--- src/rtl/fir_sequencer.sv ---
// fir_sequencer: control FSM for the FIR datapath.
// Accepts one sample per in_valid/in_ready handshake, strobes the delay-line
// load and accumulator clear, walks tap_sel across every coefficient, delays
// the issue strobe by the multiplier latency to form acc_load, and holds the
// finished result behind an out_valid/out_ready handshake.
module fir_sequencer #(
  parameter int TAPS         = 8,
  parameter int MULT_LATENCY = 3,
  parameter int CNT_W        = $clog2(TAPS)
) (
  input  logic             clk,
  input  logic             reset,
  input  logic             in_valid,
  output logic             in_ready,
  output logic             sample_load,
  output logic             acc_clear,
  output logic [CNT_W-1:0] tap_sel,
  output logic             issue_valid,
  output logic             acc_load,
  output logic             out_valid,
  input  logic             out_ready,
  input  logic             flush,
  output logic             busy
);

  // The drain counter must hold MULT_LATENCY-1; keep at least one bit.
  localparam int DRAIN_W = (MULT_LATENCY > 1) ? $clog2(MULT_LATENCY) : 1;

  typedef enum logic [1:0] {
    IDLE,
    ISSUE,
    DRAIN,
    DONE
  } state_t;

  state_t                  state;
  state_t                  state_next;
  logic [CNT_W-1:0]        tap_cnt;
  logic [DRAIN_W-1:0]      drain_cnt;
  logic [MULT_LATENCY-1:0] lat_pipe;
  logic                    last_tap;
  logic                    drain_done;
  logic                    handshake;

  assign last_tap   = (tap_cnt == CNT_W'(TAPS - 1));
  assign drain_done = (drain_cnt == '0);

  // State register; an abort or reset always lands in IDLE.
  always_ff @(posedge clk or posedge reset) begin
    if (reset) begin
      state <= IDLE;
    end else begin
      state <= state_next;
    end
  end

  // Next-state logic; flush overrides every other transition.
  always_comb begin
    state_next = state;
    if (flush) begin
      state_next = IDLE;
    end else begin
      case (state)
        IDLE:    if (in_valid)   state_next = ISSUE;
        ISSUE:   if (last_tap)   state_next = DRAIN;
        DRAIN:   if (drain_done) state_next = DONE;
        DONE:    if (out_ready)  state_next = IDLE;
        default:                 state_next = IDLE;
      endcase
    end
  end

  // Output decode; in_valid is masked while reset is held so no stray load escapes.
  always_comb begin
    in_ready    = (state == IDLE);
    busy        = (state != IDLE);
    out_valid   = (state == DONE);
    issue_valid = (state == ISSUE);
    handshake   = (state == IDLE) & in_valid & ~flush & ~reset;
    sample_load = handshake;
    acc_clear   = handshake | (flush & ~reset);
    acc_load    = lat_pipe[MULT_LATENCY-1];
    tap_sel     = tap_cnt;
  end

  // Tap index: counts 0..TAPS-1 while issuing and sits at 0 everywhere else.
  always_ff @(posedge clk or posedge reset) begin
    if (reset) begin
      tap_cnt <= '0;
    end else if (flush) begin
      tap_cnt <= '0;
    end else if ((state == ISSUE) && !last_tap) begin
      tap_cnt <= tap_cnt + CNT_W'(1);
    end else begin
      tap_cnt <= '0;
    end
  end

  // Drain counter: loaded on the last issue so DRAIN lasts MULT_LATENCY cycles.
  always_ff @(posedge clk or posedge reset) begin
    if (reset) begin
      drain_cnt <= '0;
    end else if (flush) begin
      drain_cnt <= '0;
    end else if ((state == ISSUE) && last_tap) begin
      drain_cnt <= DRAIN_W'(MULT_LATENCY - 1);
    end else if ((state == DRAIN) && !drain_done) begin
      drain_cnt <= drain_cnt - DRAIN_W'(1);
    end
  end

  // Latency pipe mirrors the multiplier depth; flushing it kills in-flight products.
  always_ff @(posedge clk or posedge reset) begin
    if (reset) begin
      lat_pipe <= '0;
    end else if (flush) begin
      lat_pipe <= '0;
    end else begin
      lat_pipe <= (lat_pipe << 1) | MULT_LATENCY'(issue_valid);
    end
  end

endmodule

--- config.mk ---
export PLATFORM = sky130hd
export DESIGN_NAME = fir_sequencer
export DESIGN_NICKNAME = d
export VERILOG_FILES = /design/src/rtl/fir_sequencer.sv
export SDC_FILE = /design/constraint.sdc
export NUM_CORES = 1
export LEC_CHECK = 0
export BUFFER_PORTS_ARGS = -buffer_cell sky130_fd_sc_hd__buf_2
export CORE_AREA = 2 2 39 41
export DETAILED_ROUTE_END_ITERATION = 8
export DIE_AREA = 0 0 41 43
export PLACE_DENSITY = 0.65
export REMOVE_ABC_BUFFERS = 1
export SETUP_SLACK_MARGIN = 0.3
export SYNTH_ARGS = -nofsm -noshare
export SYNTH_HDL_FRONTEND = slang
export SYNTH_SLANG_ARGS = --single-unit
--- constraint.sdc ---
create_clock -name clk -period 4.1 [get_ports clk]
set_input_delay 0.82 -clock clk [delete_from_list [all_inputs] [get_ports clk]]
set_output_delay 0.82 -clock clk [all_outputs]
set_load 0.01 [all_outputs]
Yosys cells after proc, flatten, opt, wreduce, memory -nomap -nowiden

Index checks and enable logic that the tools add are counted.
Widths: inputs -> output; s select.

Add/sub/neg operators: 2
Equal/unequal tests: 8
Mux-type cells: 12
Bitwise gates (word level): 8
Reduce and logical (&&, ||, !) cells: 10

Operators with widths:

| kind                | number |
|---|---|
| $mux 2              | 8 |
| $mux 3              | 3 |
| $pmux 2 s4          | 1 |
| $ne 3x1->1 const B  | 2 |
| $and 1x1->1         | 4 |
| $eq 2x2->1 const B  | 2 |
| $logic_not 2->1     | 2 |
| $reduce_and 4->1    | 1 |
| $add 3x1->3 const B | 1 |
| $eq 3x3->1 const B  | 1 |
| $logic_and 1x1->1   | 3 |
| $ne 3x2->1 const B  | 1 |
| $ne 3x3->1 const B  | 1 |
| $or 3x1->3          | 1 |
| $reduce_bool 3->1   | 1 |
| $eq 2x1->1 const B  | 1 |
| $logic_not 1->1     | 2 |
| $not 1->1           | 2 |
| $reduce_bool 2->1   | 1 |
| $sub 2x1->2 const B | 1 |
| $or 1x1->1          | 1 |

Register bits after elaboration: 10
Input port bits: 5
Output and inout bits: 10
Logic and storage cells: 44

Longest topological paths before layout

Depth after elaboration: 6
Gate-level depth with buffers: 5
Depth with buffers taken out: 5

Worst setup path after synthesis

No wires, ideal clock.

Path kind: input to output
Start: input port flush
End: output port sample_load
Arrival: 1.313 ns
Required time: 3.280 ns
Path slack: 1.967 ns
Stages on the path: 2
Buffers on the path: 1
Cell sequence: clkbuf_1 -> nor3_1

Word-level cells in the longest chain between the ends: 3

Ends and longest elaborated chain:

| what                     | RTL line | source |
|---|---|---|
| from (decl)              | 22       | `input logic flush,` |
| $not 1->1                | 79       | `handshake = (state == IDLE) & in_valid & ~flush & ~reset;` |
| $and 1x1->1 (2 in a row) | 79       |  |
| to (decl)                | 15       | `output logic sample_load,` |

No other way between the ends.

Worst setup path after layout

Start: register state[0]
End: output port sample_load

Word-level cells in the longest chain between the ends: 4

Ends and longest elaborated chain:

| what                     | RTL line | source |
|---|---|---|
| from (decl)              | 36       | `state_t state;` |
| from (signal assigned)   | 53       | `state <= state_next;` |
| $logic_not 2->1          | 79       |  |
| $and 1x1->1 (3 in a row) | 79       |  |

No other way between the ends.

==> metrics.txt <==
Synth area leaders dfrtp_1 44%, ha_1 18%, nor2b_1 8.8%; HP Start tap_sel[0]; sequential-to-total area share from yosys stat a little over two fifths; CTS-repair resized insts 0; post-synthesis simple-gate area fraction 24.84%; Post-Syn Area per Cell about 11 um^2; Slew @ Worst Pin 0.3645 ns; Final ANT Viol Nets 0; routed vias about 380; Residual DRC 0; Rel. slew slack between 70% and 80%; antenna violations before repair 0; Finished Cell Area 678.2 um^2; Mapped Cells 52; crit end category output port; Worst R2R Path Depth 5; fraction of layout instances using a drive strength above 1 29.41%; MaxCap Viol Count 0; Die X-Extent around 41 um; critical path startpoint category flop; wire per inst around 9.8 um; status completed; Non-Filler Instances 84; Final Hold Violating Endpoints 0; Num CTS Buffers 3; Pins Over Slew Limit 0; Util after Layout between 40 and 50%; port bufs 14; type of the worst setup path flop to output port; Post-Syn Area about 570 um^2; core area ~1400 um^2; GPL Wtd Cong roughly 0.68; Power Density 513.5 nW/um^2; critical path required time 3.28 ns; root buffer cell clkbuf_4; Setup TNS Final 0 ns; Die Footprint roughly 1800 um^2; gr ovfl total 0; Antenna Cells 0; number of synthesized flops with an enable pin 0; Worst Path Arrival approximately 1.3 ns; worst r2r src state[0]; crit path from state[0]; Compound-Gate Fraction of Synth Area under 10%; Yosys top cell by area dfrtp_1; hold crit path type flop to flop; clock tree from TritonCTS done; skew final between 0.0015 and 0.002 ns; cell count of the worst hold path 1; RSZ-0062 raised after global routing false; Synth Flop Type dfrtp_1; Rows 14; Pre-antenna DRT Iters 3; mux cell area share after synthesis under 10%; H-tree Lvls 1; post-synth cell types 18; Post-Route WL approximately 830 um; period utilization 52.37%; initial drt markers 3; Seq cells post-synth 10; vias in the first global route approximately 340; static leakage 0.3657 nW; Ys Warns 0; largest family of logic cells by synthesized area simple AND/OR/NAND/NOR gates; worst vdd ir roughly 0.22 mV; clock latency on the worst-skew pair approximately 0.25 ns; Post-Synth Adder-Cell Area between 10% and 20%; Layout area overhead 19.12%; Clock Pin Slew Worst Setup and Hold Paths 0.06 ns; Initial Util about two fifths; area share of the largest cell type after synthesis about 44%; vias per inst between 4 and 5; Async SR Flop Fraction between 90% and 100%; total power approximately 0.00035 W; count of final setup violators 0; min Tclk post-route about 2.1 ns; Sink Count 10; hold_buf cts 0; post-layout net count 83; Crit Path Max Fanout 4; largest net degree at the start of global routing 12; gr usage total ~11%; Synth Area in XOR/XNOR ~1.5%; upper clock frequency limit about 0.47 GHz; die height about 43 um; DP Area ~660 um^2; Setup Fix Bufs, Post-CTS 0; maximum clock path buffer count 2; first-pass GRT wire length between 1000 and 1500 um; I/O Pins 15; placed cells roughly 80
==> cell usage in the layout, fill, tap and decap left out <==
cell	Yosys	routed
a21oi_1	2	2
and2_1	2	2
buf_2	0	14
clkbuf_4	0	3
dfrtp_1	10	10
ha_1	8	8
inv_1	6	6
mux2_1	1	1
mux2_2	1	1
mux2i_1	1	1
nand2_1	2	2
nand2b_1	2	2
nor2_1	3	3
nor2b_1	8	8
nor2b_4	1	1
nor3_1	1	1
nor3b_1	1	1
nor4_4	1	1
xnor2_1	1	1
==> synth_stat cells, drive strengths merged, types with 2 or more instances <==
cell type  count
ha             8
nand2          2
a21oi          2
inv            6
nand2b         2
dfrtp         10
nor2b          9
nor2           3
mux2           2
and2           2
==> per-stage QoR <==
step | hold WS, ns | setup WS [ns]
2_1_floorplan | 0.4385 | 2.158
3_3_place_gp | 0.4481 | 1.978
3_5_place_dp | 0.4476 | 1.957
4_1_cts | 0.4528 | 1.942
5_1_grt | 0.4839 | 1.824
6_report | 0.4522 | 1.953
==> worst paths after layout <==
check / end / slack (ns)
min in group asynchronous: state[0] / 0.55
worst max register to register: state[0] / 2.45
max in group asynchronous: state[1] / 3.29
worst min register to register: tap_sel[0] / 0.45
worst min-delay path: tap_sel[0] / 0.45
worst max-delay path: sample_load / 1.95
==> flip-flops by register name (all words and copies together) (netlist names) <==
signal and count:
drain_cnt 2, lat_pipe 3, state 2, tap_sel 3
==> critical path, cell delays in order (launching register included) <==
cell and delay (ns):
dfrtp_1 0.41, inv_1 0.14, ha_1 0.20, nand2_1 0.05, nor3_1 0.12, buf_2 0.15
==> cells by family after synthesis <==
family | after synthesis
buf+inv | 7
xor+xnor | 1
compound gates | 2
mux | 3
simple gates | 21
flops | 10
fa+ha+maj | 8
==> report_power, final <==
part / internal, W / switching [W]
clock: 0.0000336 / 0.0000282
sequential: 0.000116 / 0.0000131
combinational: 0.0000748 / 0.0000826
total: 0.000224 / 0.000124
==> cell type report <==
| cell class | instances | area [um^2] |
|---|---|---|
| Clock buffer | 3 | 22.52 |
| Fill cell | 127 | 705.7 |
| Inverter | 6 | 22.52 |
| Multi-Input combinational cell | 35 | 292.8 |
| Sequential cell | 10 | 250.2 |
| Tap cell | 16 | 20.02 |
| Timing Repair Buffer | 14 | 70.07 |
==> per-layer routing <==
metal / track usage (%) / part of all wire, % / vias up
met2: 15.31 / 41 / 13
met1: 15.46 / 49 / 165
met5: 0 / 0 / -
met3: 4.188 / 9.8 / 0
li1: - / - / 198
met4: 6.000 / 0 / 0
No activity file was read; power rests on OpenSTA's default activity.
